<file path="config.mk">
export PLATFORM = sky130hd
export DESIGN_NAME = mem_stage_ctrl
export DESIGN_NICKNAME = d
export VERILOG_FILES = /design/src/rtl/mem_ctrl_pkg.sv /design/src/rtl/sat_counter.sv /design/src/rtl/mem_stage_ctrl.sv
export SDC_FILE = /design/constraint.sdc
export NUM_CORES = 1
export LEC_CHECK = 0
export ABC_AREA = 1
export BUFFER_PORTS_ARGS = -buffer_cell sky130_fd_sc_hd__buf_2
export CAP_MARGIN = 40
export CORE_MARGIN = 4
export CORE_UTILIZATION = 30
export CTS_CLUSTER_SIZE = 25
export DETAILED_ROUTE_END_ITERATION = 12
export SKIP_LAST_GASP = 1
export SLEW_MARGIN = 20
export SYNTH_ARGS = -nofsm -noshare
export SYNTH_HDL_FRONTEND = slang
export SYNTH_SLANG_ARGS = --single-unit
</file>
<file path="constraint.sdc">
create_clock -name clk -period 4.25 [get_ports clk]
set_clock_uncertainty 0.1 [all_clocks]
set_input_delay 0 -clock clk [delete_from_list [all_inputs] [get_ports clk]]
set_output_delay 0 -clock clk [all_outputs]
set_load 0.02 [all_outputs]
</file>
<file path="src/rtl/mem_ctrl_pkg.sv">
// mem_ctrl_pkg: shared state encoding and counter limits for the memory-stage controller
package mem_ctrl_pkg;
  typedef enum logic [1:0] {IDLE = 2'b00, BUSY = 2'b01, HOLD = 2'b10} state_e;
  localparam int STALL_CNT_W = 16;
  localparam logic [STALL_CNT_W-1:0] STALL_CNT_MAX = '1;
endpackage

</file>
<file path="src/rtl/sat_counter.sv">
// sat_counter: enable-driven up counter that sticks at its all-ones value
module sat_counter #(
  parameter int W = 16
) (
  input  logic         clk,
  input  logic         rst,
  input  logic         en_i,
  output logic [W-1:0] cnt_o
);
  logic [W-1:0] cnt_q, cnt_d;
  assign cnt_d = (en_i && !(&cnt_q)) ? cnt_q + 1'b1 : cnt_q;
  assign cnt_o = cnt_q;
  always_ff @(posedge clk) cnt_q <= rst ? '0 : cnt_d;
endmodule

</file>
<file path="src/rtl/mem_stage_ctrl.sv">
// mem_stage_ctrl: XM-to-MW memory stage, handshakes with a variable-latency data memory
module mem_stage_ctrl
  import mem_ctrl_pkg::*;
#(
  parameter int DATA_W = 16,
  parameter int CNT_W  = 16
) (
  input  logic              clk,
  input  logic              rst,
  input  logic [DATA_W-1:0] XM_aluOut,
  input  logic [DATA_W-1:0] XM_writeData,
  input  logic              XM_memRead,
  input  logic              XM_memWrite,
  input  logic              XM_halt,
  input  logic              XM_flush,
  input  logic              ext_stall,
  output logic [DATA_W-1:0] mem_addr,
  output logic [DATA_W-1:0] mem_wdata,
  output logic              mem_rd,
  output logic              mem_wr,
  output logic              mem_createdump,
  input  logic [DATA_W-1:0] mem_rdata,
  input  logic              mem_done,
  input  logic              mem_stall,
  output logic [DATA_W-1:0] readData,
  output logic              align_err_m,
  output logic              stall_m,
  output logic [CNT_W-1:0]  stall_cycles
);
  state_e state_q, state_d;
  logic [DATA_W-1:0] hold_q, hold_d;
  logic acc, mis, rd, req, dump, unused_ok;
  assign acc       = (XM_memRead | XM_memWrite) & ~XM_flush;
  assign mis       = acc & XM_aluOut[0];
  assign rd        = XM_memRead & ~XM_memWrite;
  assign mem_addr  = XM_aluOut;
  assign mem_wdata = XM_writeData;
  // the request is held through BUSY regardless of mem_stall, so it only matters to the memory
  assign unused_ok = mem_stall;
  always_comb begin
    state_d     = state_q;
    hold_d      = hold_q;
    readData    = hold_q;
    stall_m     = 1'b0;
    req         = 1'b0;
    align_err_m = 1'b0;
    dump        = 1'b0;
    case (state_q)
      IDLE: begin
        align_err_m = mis;
        req         = acc & ~mis & ~ext_stall;
        readData    = (req && mem_done) ? mem_rdata : hold_q;
        hold_d      = (req && mem_done && rd) ? mem_rdata : hold_q;
        stall_m     = req & ~mem_done;
        state_d     = (req && !mem_done) ? BUSY : IDLE;
        dump        = XM_halt & ~XM_flush & ~stall_m & ~ext_stall;
      end
      BUSY: begin
        req      = 1'b1;
        stall_m  = ~mem_done | ext_stall;
        readData = mem_done ? mem_rdata : hold_q;
        hold_d   = (mem_done && (rd || ext_stall)) ? mem_rdata : hold_q;
        state_d  = !mem_done ? BUSY : ext_stall ? HOLD : IDLE;
      end
      HOLD:    state_d = ext_stall ? HOLD : IDLE;
      default: state_d = IDLE;
    endcase
  end
  assign mem_rd         = req & rd & ~rst;
  assign mem_wr         = req & XM_memWrite & ~rst;
  assign mem_createdump = dump & ~rst;
  always_ff @(posedge clk) begin
    state_q <= rst ? IDLE : state_d;
    hold_q  <= rst ? '0 : hold_d;
  end
  sat_counter #(.W(CNT_W)) u_cnt (
    .clk   (clk),
    .rst   (rst),
    .en_i  (stall_m),
    .cnt_o (stall_cycles)
  );
endmodule

</file>
Word level (Yosys, flattened, before mapping)

Index checks and enable logic that the tools add are counted.

Register bits: 34
Bits of input ports: 57
Output and inout port bits: 69
Word-level logic and storage cells: 57

Add/sub/neg operators: 1
Equal/unequal tests: 4
Mux-type cells: 14
Bitwise logic cells: 23
Reduce and logical (&&, ||, !) cells: 12

Operators by type and width:

| operator                | number |
|---|---|
| $mux W16                | 4 |
| $pmux W16 S2            | 2 |
| $add A16 B1 Y16 const B | 1 |
| $reduce_and A16 Y1      | 1 |
| $and A1 B1 Y1           | 14 |
| $not A1 Y1              | 7 |
| $pmux W2 S3             | 1 |
| $logic_and A1 B1 Y1     | 5 |
| $mux W2                 | 2 |
| $ne A2 B2 Y1 const B    | 2 |
| $pmux W1 S2             | 2 |
| $mux W1                 | 3 |
| $reduce_and A3 Y1       | 1 |
| $eq A2 B1 Y1 const B    | 1 |
| $eq A2 B2 Y1 const B    | 1 |
| $logic_not A1 Y1        | 2 |
| $logic_not A2 Y1        | 1 |
| $or A1 B1 Y1            | 2 |
| $reduce_bool A2 Y1      | 1 |
| $logic_or A1 B1 Y1      | 1 |

Logic depth before layout (Yosys ltp)

Depth after elaboration: 12
Mapped depth: 10
Gate-level depth less buffers: 9

Modules after synthesis

A second synthesis with hierarchy kept.

Cells, all modules: 443
Area, all modules: 2,702.6 sq um

By module, submodules not included:

| module         | instances | cells each | area each (sq um) | sequential area each (sq um) |
|---|---|---|---|---|
| mem_stage_ctrl | 1         | 297        | 1,724.2           | 360.3 |
| sat_counter    | 1         | 146        | 978.4             | 320.3 |

Worst setup path before layout

Ideal clock, no wire load.

Kind: reg2reg
Start: register u_cnt.cnt_q[0], in the netlist u_cnt.cnt_o[0]
End: register u_cnt.cnt_q[14], in the netlist u_cnt.cnt_o[14]
Library setup time: 0.070 ns
Arrival time: 1.574 ns
Data required time: 4.080 ns
Setup slack: 2.507 ns
Cell stages (with the launch flop): 9
Path buffers: 1
Clock period less this slack: 1.743 ns
Cell sequence: dfxtp_1 > ha_1 > nand2_2 > nor2_8 > nand4_4 > nand3_4 > buf_12 > nand2_2 > a21oi_2

Word-level cells in the longest chain between the ends: 3
Elaborated cells between the ends (all ways): 4
Classes of those cells: add/sub (1); reduce/logical (3)

RTL lines:

| what                                                    | RTL line          | RTL |
|---|---|---|
| start, declared                                         | sat_counter.sv:10 | `logic [W-1:0] cnt_q, cnt_d;` |
| start signal, assigned                                  | sat_counter.sv:13 | `always_ff @(posedge clk) cnt_q <= rst ? '0 : cnt_d;` |
| branches (longest 3 deep; another with $add A16 B1 Y16) | --                |  |

Parallel ways; which one is timed is not known.
A chain may end at the register's enable or synchronous reset.

Worst setup path in the final report

Start: input port ext_stall
End: output port readData[3]

Word-level cells in the longest chain between the ends: 5

RTL lines:

| what                | RTL line             | RTL |
|---|---|---|
| start, declared     | mem_stage_ctrl.sv:16 | `input logic ext_stall,` |
| $not A1 Y1          | mem_stage_ctrl.sv:51 | `req = acc & ~mis & ~ext_stall;` |
| $and A1 B1 Y1       | mem_stage_ctrl.sv:51 |  |
| $logic_and A1 B1 Y1 | mem_stage_ctrl.sv:52 | `readData = (req && mem_done) ? mem_rdata : hold_q;` |
| $mux W16            | mem_stage_ctrl.sv:52 |  |
| $pmux W16 S2        | mem_stage_ctrl.sv:48 | `case (state_q)` |
| end, declared       | mem_stage_ctrl.sv:25 | `output logic [DATA_W-1:0] readData,` |

No other way between the ends.

==> flow_summary.toml <==
[pwr]
ir_worst_vdd_uv = 135.5
power.total_mw = 0.7145
power.leakage_nw = 1.409
powerDensity_nw_per_um2 = 232.7

[detailed_routing]
ant_nets = 0
drc = 0
wl_per_cell_um = 11.13
drtPass1Iterations = 4
vias = 2389
finalWirelength_um = 5955
via_per_inst = 4.465
drtIter0Drc = 65

[worst_setup_path]
cp_slowest_stage_delay_ns = 0.53
worst-path-max-fanout = 25
path_buf_inv = 5
worstPathArrival_ns = 2.26
reg2reg_to = "u_cnt.cnt_o[12]"
timing.rr.start = "u_cnt.cnt_o[0]"
crit_slowest_cell = "dlygate4sd3_1"
crit_family = "buffers and inverters"
required_ns = 4.15
path_cells = "dlygate4sd3_1 > buf_2 > nor2_2 > nand3_1 > a21oi_1 > nand2_1 > inv_1 > nand2_1 > o21ai_0 > inv_1 > buf_2"
critPathKind = "input port to primary output"
regToRegSetupSlack_ns = 2.47
endpoint_kind = "primary output"
crit_path_start_kind = "input port"
ff2ff_path_depth = 7

[floorplan]
fp.dieH_um = 96.53
die_x_um = 96.53
fp.dieArea_um2 = 9317
initial_utilization_pct = 30.58
row_count = 32
fp.coreArea_um2 = 7687
io_pins = 126

[timing]
slew_viol_final = 0
slew_headroom_pct = 48.30
setup-tns-final_ns = 0
timing.final.crit_share_pct = 55.64
tightest_slew_ns = 0.7737
rsz0062_at_grt = "false"
final_hold_viol_count = 0
clock.fmax_mhz = 422.9
finalCriticalPeriod_ns = 2.365
setup_violations = 0

[synthesis]
ys_ff_latch = 34
ys_types = 31
synth-main-ff-cell = "dfxtp_1"
synth_fp_nets = 412
async_flop_share_pct = 0
synth_top_area_share_pct = 28.95
syn_area_um2 = 2351
yosysTopAreaCell = "dfxtp_1"
yosysSeqAreaShare_pct = 28.95
synth_area_leaders = "dfxtp_1, nor2_1, buf_4"
post_synth.cell_area_avg_um2 = 6.641
synthCells = 354
synth_edf_count = 0
ys_warn_count = 0

[cts]
clockBufferDepth = 2
cts_sinks = 34
cts-root-buf = "clkbuf_8"
hold_buffers = 49
cts_resized = 0
cts_tree = "done"
clk_latency_ns = 0.28
cts-buffers-inserted = 5
htreeDepth = 2
path_clk_slew_ns = 0.07
cts_setup_buffers = 0

[grt]
track_usage_pct = 12.74
grt_remaining_overflow = 0
grt_pass1_wl_um = 9666
antenna_found_initial = 0
grt_pass1_vias = 2236
grt_start_max_net_pins = 26

[outcome]
outcome = "completed"

[placement]
numPortBuffers = 62
placed_cell_area_um2 = 2489
hpwl_um = 4024
gp_congestion = 0.8554

[cells_and_area]
layout-drive-gt1-share_pct = 22.63
area_delta_synth_final_pct = 30.60
stdcell_area_um2 = 3070
diodes = 0
fillers = 808
nNetsFinal = 490

[min_path]
min_path_type = "input port to register"
hold_start = "rst"
hold_path_depth = 2
whs_endpoint = "u_cnt.cnt_o[10]"

[job]
cap_violations = 0
==> power by group <==
part | switching [mW] | leakage, nW | internal (mW) | total (mW)
registers | 0.00355 | 0.274 | 0.323 | 0.327
logic | 0.0820 | 1.09 | 0.0575 | 0.140
clock network | 0.117 | 0.0482 | 0.131 | 0.248
==> final cells by class <==
cell class	count	area (µm²)	area share, %
clock buffer	7	86.33	2.812
clock inverter	1	5.005	0.1630
inverter	42	157.7	5.134
multi-input combinational	238	1212	39.49
sequential	34	680.7	22.17
tap	102	127.6	4.156
timing repair buffer	111	800.8	26.08
==> worst reg2reg max path: stages (launching register included) <==
cell     delay, ns
dfxtp_1       0.42
ha_1          0.23
nand2_2       0.12
nor2_8        0.18
nand4_4       0.18
nand3_4       0.24
nand2_1       0.09
a21oi_1       0.14
==> sequential cells by signal, indices dropped and copies added (netlist names) <==
| signal | count |
|---|---|
| hold_q | 16 |
| u_cnt.cnt_o | 16 |
| state_q | 2 |
==> layout by cell type (no fill, tap or decap), drive strengths merged <==
cell type	count
nor2	75
nand2	70
buf	62
dlygate4sd3	49
inv	42
dfxtp	34
a21oi	27
nand3	21
o21ai	21
xor2	8
clkbuf	7
nand4	5
nand3b	3
o221ai	2
a2111oi	2
nor3	1
o21bai	1
o211ai	1
ha	1
clkinv	1
==> stage by stage <==
| step | worst slack [ns] | instances | util [%] | hold WS [ns] |
|---|---|---|---|---|
| floorplan | 2.507 | 354 | - | -0.02762 |
| global placement | 2.351 | 478 | 32.37 | -0.09986 |
| detailed placement | 2.344 | 478 | 32.37 | -0.09986 |
| CTS | 1.865 | 535 | 39.94 | 0.04438 |
| global route | 1.528 | 535 | 39.94 | 0.05964 |
| finish | 1.885 | 535 | 39.94 | 0.04267 |
==> cell usage after synthesis, types with 4 or more instances <==
cell	count
a21oi_2	10
xor2_1	8
a21oi_1	17
nand4_1	4
nand2_1	64
buf_4	33
dfxtp_1	34
nand3_1	19
nor2_1	68
o21ai_0	11
nand2_2	6
o21ai_1	10
inv_1	39
==> routing by layer <==
| metal | track usage (%) | wire (µm) | up-vias |
|---|---|---|---|
| met5 | 0 | 0 | - |
| met4 | 2.220 | 28 | 0 |
| met3 | 3.641 | 511 | 4 |
| met2 | 22.47 | 2908 | 97 |
| met1 | 15.54 | 2507 | 1041 |
| li1 | - | - | 1247 |
==> worst max-delay path by stage <==
stage	start	depth (start not counted)	endpoint	slack [ns]
finish	ext_stall	11	readData[3]	1.89
global route	ext_stall	11	readData[0]	1.53
detailed placement	state_q[0]	8	readData[3]	2.34
global placement	state_q[0]	8	readData[3]	2.35
floorplan	u_cnt.cnt_o[0]	8	u_cnt.cnt_o[14]	2.51
CTS	ext_stall	11	readData[3]	1.86
==> logic make-up after synthesis <==
group / after synthesis / share of synthesized area [%]
adder cells (fa/ha/maj): 1 / 0.5321
AND/OR/NAND/NOR: 175 / 34.11
buffers and inverters: 82 / 19.48
AO/OA/AOI/OAI: 54 / 13.94
flip-flops: 34 / 28.95
XOR/XNOR: 8 / 2.980
Note: power is estimated with default switching activity, not from simulation.
